--- src/rtl/scan_display_ctrl.sv ---
// Four-digit seven-segment scan controller with a round-robin write port shared by two requesters.
// Each digit is shown for SCAN_DIV cycles, then the display is blanked for one cycle before the next digit.
//
// state | meaning
// SHOW  | drive digit idx for SCAN_DIV cycles
// GAP   | one blank cycle, advance idx
module scan_display_ctrl #(
   parameter int SCAN_DIV = 4,
   parameter int DIV_W    = 16
) (
   input  logic       Clk,
   input  logic       Rst,
   input  logic       req0_valid,
   output logic       req0_ready,
   input  logic [1:0] req0_addr,
   input  logic [3:0] req0_data,
   input  logic       req0_dp,
   input  logic       req1_valid,
   output logic       req1_ready,
   input  logic [1:0] req1_addr,
   input  logic [3:0] req1_data,
   input  logic       req1_dp,
   output logic [7:0] Seg,
   output logic [3:0] Sel
);

   typedef enum logic {SHOW, GAP} state_t;

   localparam logic [DIV_W-1:0] PRE_LAST = DIV_W'(SCAN_DIV - 1);

   state_t           state, state_nx;
   logic [1:0]       idx, idx_nx;
   logic [DIV_W-1:0] pre, pre_nx;
   logic [3:0]       sel_nx;
   logic [7:0]       seg_nx;

   logic [3:0][3:0]  dig_data;
   logic [3:0]       dig_dp;
   logic [3:0]       dig_en;

   logic             rr_ptr;
   logic             hs0, hs1;
   logic [1:0]       wr_addr;
   logic [3:0]       wr_data;
   logic             wr_dp;

   function automatic logic [6:0] decode(input logic [3:0] hex);
      logic [6:0] s;
      case (hex)
         4'h0: s = 7'h3F;
         4'h1: s = 7'h06;
         4'h2: s = 7'h5B;
         4'h3: s = 7'h4F;
         4'h4: s = 7'h66;
         4'h5: s = 7'h6D;
         4'h6: s = 7'h7D;
         4'h7: s = 7'h07;
         4'h8: s = 7'h7F;
         4'h9: s = 7'h6F;
         4'hA: s = 7'h77;
         4'hB: s = 7'h7C;
         4'hC: s = 7'h39;
         4'hD: s = 7'h5E;
         4'hE: s = 7'h79;
         default: s = 7'h71;
      endcase
      return s;
   endfunction

   // Contention goes to the requester the fairness pointer names; a lone requester always wins.
   assign req0_ready = req0_valid & (~req1_valid | ~rr_ptr);
   assign req1_ready = req1_valid & (~req0_valid |  rr_ptr);
   assign hs0        = req0_valid & req0_ready;
   assign hs1        = req1_valid & req1_ready;
   assign wr_addr    = hs0 ? req0_addr : req1_addr;
   assign wr_data    = hs0 ? req0_data : req1_data;
   assign wr_dp      = hs0 ? req0_dp   : req1_dp;

   always_ff @(posedge Clk or negedge Rst) begin
      if (!Rst) begin
         rr_ptr   <= 1'b0;
         dig_data <= '0;
         dig_dp   <= '0;
         dig_en   <= '0;
      end else if (hs0 || hs1) begin
         rr_ptr            <= hs0;
         dig_data[wr_addr] <= wr_data;
         dig_dp[wr_addr]   <= wr_dp;
         dig_en[wr_addr]   <= 1'b1;
      end
   end

   always_ff @(posedge Clk or negedge Rst) begin
      if (!Rst) begin
         state <= SHOW;
         idx   <= 2'd0;
         pre   <= '0;
         Sel   <= 4'b0000;
         Seg   <= 8'h00;
      end else begin
         state <= state_nx;
         idx   <= idx_nx;
         pre   <= pre_nx;
         Sel   <= sel_nx;
         Seg   <= seg_nx;
      end
   end

   // Pin values are computed from this cycle's state and digit regs and appear one edge later.
   always_comb begin
      state_nx = state;
      idx_nx   = idx;
      pre_nx   = pre;
      sel_nx   = 4'b0000;
      seg_nx   = 8'h00;
      case (state)
         SHOW: begin
            sel_nx = 4'b0001 << idx;
            if (dig_en[idx]) begin
               seg_nx = {dig_dp[idx], decode(dig_data[idx])};
            end
            if (pre == PRE_LAST) begin
               pre_nx   = '0;
               state_nx = GAP;
            end else begin
               pre_nx = pre + DIV_W'(1);
            end
         end
         GAP: begin
            idx_nx   = idx + 2'd1;
            state_nx = SHOW;
         end
         default: state_nx = SHOW;
      endcase
   end

endmodule

--- config.mk ---
export PLATFORM = sky130hd
export DESIGN_NAME = scan_display_ctrl
export DESIGN_NICKNAME = d
export VERILOG_FILES = /design/src/rtl/scan_display_ctrl.sv
export SDC_FILE = /design/constraint.sdc
export NUM_CORES = 1
export LEC_CHECK = 0
export BUFFER_PORTS_ARGS = -buffer_cell sky130_fd_sc_hd__clkbuf_2
export CORE_MARGIN = 1.5
export CORE_UTILIZATION = 40
export DETAILED_ROUTE_END_ITERATION = 12
export PLACE_DENSITY_LB_ADDON = 0.15
export SLEW_MARGIN = 15
export SYNTH_ARGS = -nofsm -noshare
export SYNTH_HDL_FRONTEND = slang
export SYNTH_SLANG_ARGS = --single-unit
--- constraint.sdc ---
create_clock -name Clk -period 2.6 [get_ports Clk]
set_input_delay 0.39 -clock Clk [delete_from_list [all_inputs] [get_ports Clk]]
set_output_delay 0.39 -clock Clk [all_outputs]
set_load 0.02 [all_outputs]
==> summary.md <==
| Metric | Value |
|---|---|
| Initial core utilization | `0.410` |
| Status | `complete, no violations` |
| Max Freq | `0.513 GHz` |
| Placer's final routability congestion estimate | `0.752` |
| Transition time at the pin with the least slew margin | `0.693 ns` |
| Routed length per placed instance | `14.0 microns` |
| Max-cap violations | `0` |
| Maximum number of pins on one net before global-route repair | `57` |
| GR Util All Layers | `0.135` |
| Total die area | `7440 sq um` |
| # H-tree levels | `2` |
| Power density over the cells | `734 nW/um^2` |
| Die span in y | `86.2 microns` |
| Warnings, synthesis | `0` |
| Latest clock arrival within the worst-skew pair | `0.30 ns` |
| Number of vias per cell after detailed routing | `5.01` |
| Start of the worst register-to-register path | `idx[0]` |
| First-pass detailed-route iteration total | `4` |
| Kind of critical path | `reg -> reg` |
| Global routing usage on met1 | `0.205` |
| Width of the die | `86.2 microns` |
| Worst Skew | `0.0105 ns` |
| Number of pins exceeding their max-slew limit in the final report | `0` |
| WP data arrival | `2.18 ns` |
| Number of antenna-violating nets in the routed design | `0` |
| Standard-cell rows | `30` |
| Number of buffers added by the clock tree synthesis step | `5` |
| Count of buffers from port buffering | `31` |
| Hold-fix buffer count after cts | `0` |
| Met3 usage in global routing | `0.0286` |
| Depth of the most critical reg-to-reg path | `5` |
| # setup viols final | `0` |
| Hold_ws | `0.209 ns` |
| Top FF cell, synth | `dfrtp_1` |
| Register area share after synthesis | `0.506` |
| Number of distinct standard cells referenced by the synthesized netlist | `45` |
| Diodes inserted | `0` |
| Fraction of synthesis flops using an asynchronous set or reset pin | `1.00` |
| Required time of the worst setup path | `2.83 ns` |
| Mean instance size in the synthesized netlist | `13.1 sq um` |
| Residual DRC | `0` |
| Mapped Nets | `240` |
| Flop2flop setup slack | `0.65 ns` |
| CTS root buffer | `clkbuf_8` |
| CORE AREA | `6760 sq um` |
| Post-synthesis cell count | `211` |
| Post-layout min period | `1.95 ns` |
| Register bit total from synthesis | `56` |
| FF/Latch Area | `1400 sq um` |
| Number of post-CTS setup repair buffers | `0` |
| Final core utilization | `0.462` |
| Leakage | `1.43 nW` |
| Number of inserted filler cells in the final layout | `628` |
| Tightest slew margin relative to the limit | `0.538` |
| Area share of the largest cell type after synthesis | `0.506` |
| Smallest setup slack after layout | `0.649 ns` |
| Biggest area contributors in the synthesized netlist | `dfrtp_1 (51%), mux2_2 (8.5%), ha_1 (5.0%)` |
| Longest Clk Path Bufs | `2` |
| Clock transition at path regs | `0.10 ns` |
| Worst hold-check path type | `in -> async` |
| Total length of routed wires | `4.57 mm` |
| Number of nets in the layout | `274` |
| Element type at the critical path start | `flip-flop` |
| Met2 Track Usage GR | `0.195` |
| Most crowded layer after global routing | `met1` |
| Type of element capturing the critical path | `flip-flop` |
| Top post-synthesis cells by count | `dfrtp_1 (56), mux2_2 (21), ha_1 (11)` |
| Via count of the first global-routing pass | `1553` |
| Cell Area, Placed | `2990 sq um` |
| Post-cts repair resize count | `0` |
| Number of antenna violations at the first check in global routing | `0` |
| Share of cells above drive strength 1 | `0.354` |
| Clock tree from TritonCTS | `yes` |
| Detailed Place HPWL | `3.26 mm` |
| Synthesized area | `2770 sq um` |
| Num Clock Sinks | `56` |
| Footprint of the multi-input gates | `1290 sq um` |
| Summed area of non-filler cells in the final layout | `3120 sq um` |
| Layout overhead on the synthesized area | `12.6%` |
| Worst vdd ir | `276 uV` |
| IO Count | `32` |
| Congestion Overflow GR | `0` |
| Initial DRC Count | `58` |
| Setup_tns | `0 ns` |
| Setup repair after global routing missed its margin | `false` |
| Placement-stage worst setup slack | `0.598 ns` |
| Final period util | `0.750` |
| Total via count after detailed routing | `1632` |
| Post-synth EDFFs | `0` |
| Destination of the worst register-to-register timing path | `Seg[0]` |
| Most common cell in the netlist | `dfrtp_1` |
| CP Max Fanout | `5` |
| Final number of hold-violating endpoints | `0` |
| Wire length of the first global-routing pass | `7.83 mm` |
| Post-synth top area cell | `dfrtp_1` |
## flip-flops by register name (all words and copies together) (netlist names)
register,cells
Sel,4
state,1
Seg,8
idx,2
dig_en,4
dig_data,16
rr_ptr,1
pre,16
dig_dp,4
## how the worst max path moves through the flow
stage | startpoint | end | slack, ns
2_1_floorplan | idx[0] | Seg[0] | 0.68
3_3_place_gp | req1_valid | dig_data[10] | 0.64
3_5_place_dp | req1_valid | dig_data[9] | 0.60
4_1_cts | idx[0] | Seg[0] | 0.62
5_1_grt | idx[0] | Seg[0] | 0.47
6_report | idx[0] | Seg[0] | 0.65
## power breakdown
part	total (mW)	internal, mW	switching [mW]
registers	1.09	1.02	0.0674
logic	0.591	0.281	0.310
clock network	0.612	0.340	0.272
total	2.29	1.64	0.650
## cell families after synthesis
logic type                 count (synthesis)  share of synthesized area
and+or+nand+nor                           61                      0.129
DFF                                       56                      0.506
muxes                                     35                      0.177
AOI/OAI and AO/OA                         19                     0.0619
xor gates and xnor gates                  15                     0.0474
buffers and inverters                     14                     0.0298
adders and majority gates                 11                     0.0497
## through the flow
step	power (mW)	std cells
2_1_floorplan	1.55	211
3_3_place_gp	1.69	318
3_5_place_dp	1.70	318
4_1_cts	2.32	326
5_1_grt	2.42	326
6_report	2.29	326
## critical path: stages, from the launching register on
cell and delay [ns]:
dfrtp_1 0.47, mux4_2 0.60, ha_1 0.25, or3b_1 0.37
o221a_1 0.12, nor2_1 0.08
## cell usage in the layout, fill, tap and decap left out, types with 2 or more instances in the layout
master,count
a21o_1,2
a221oi_2,2
and3_1,2
buf_4,3
clkbuf_2,31
clkbuf_8,7
dfrtp_1,56
ha_1,11
inv_1,7
mux2_2,21
mux2_4,5
mux2i_1,2
mux4_2,6
nand2_1,8
nand2b_1,8
nand3_1,5
nand3b_1,2
nand4b_1,2
nor2_1,9
nor2b_1,5
nor3_1,4
nor4_1,5
o21ai_0,4
or2_2,3
xnor2_1,7
xor2_1,8
## routing by layer
metal | vias up | wire [microns]
li1 | 806 | -
met1 | 777 | 2440
met2 | 43 | 1870
met3 | 6 | 200
met4 | 0 | 59
met5 | - | 0
## final cells by class
| class | instances | share of cell area |
|---|---|---|
| inverter | 7 | 0.00842 |
| tap | 80 | 0.0321 |
| clock buffer | 7 | 0.0309 |
| multi-input combinational | 141 | 0.413 |
| clock inverter | 1 | 0.00963 |
| sequential | 56 | 0.449 |
| timing repair buffer | 34 | 0.0570 |
(Power assumes the default switching activity.)
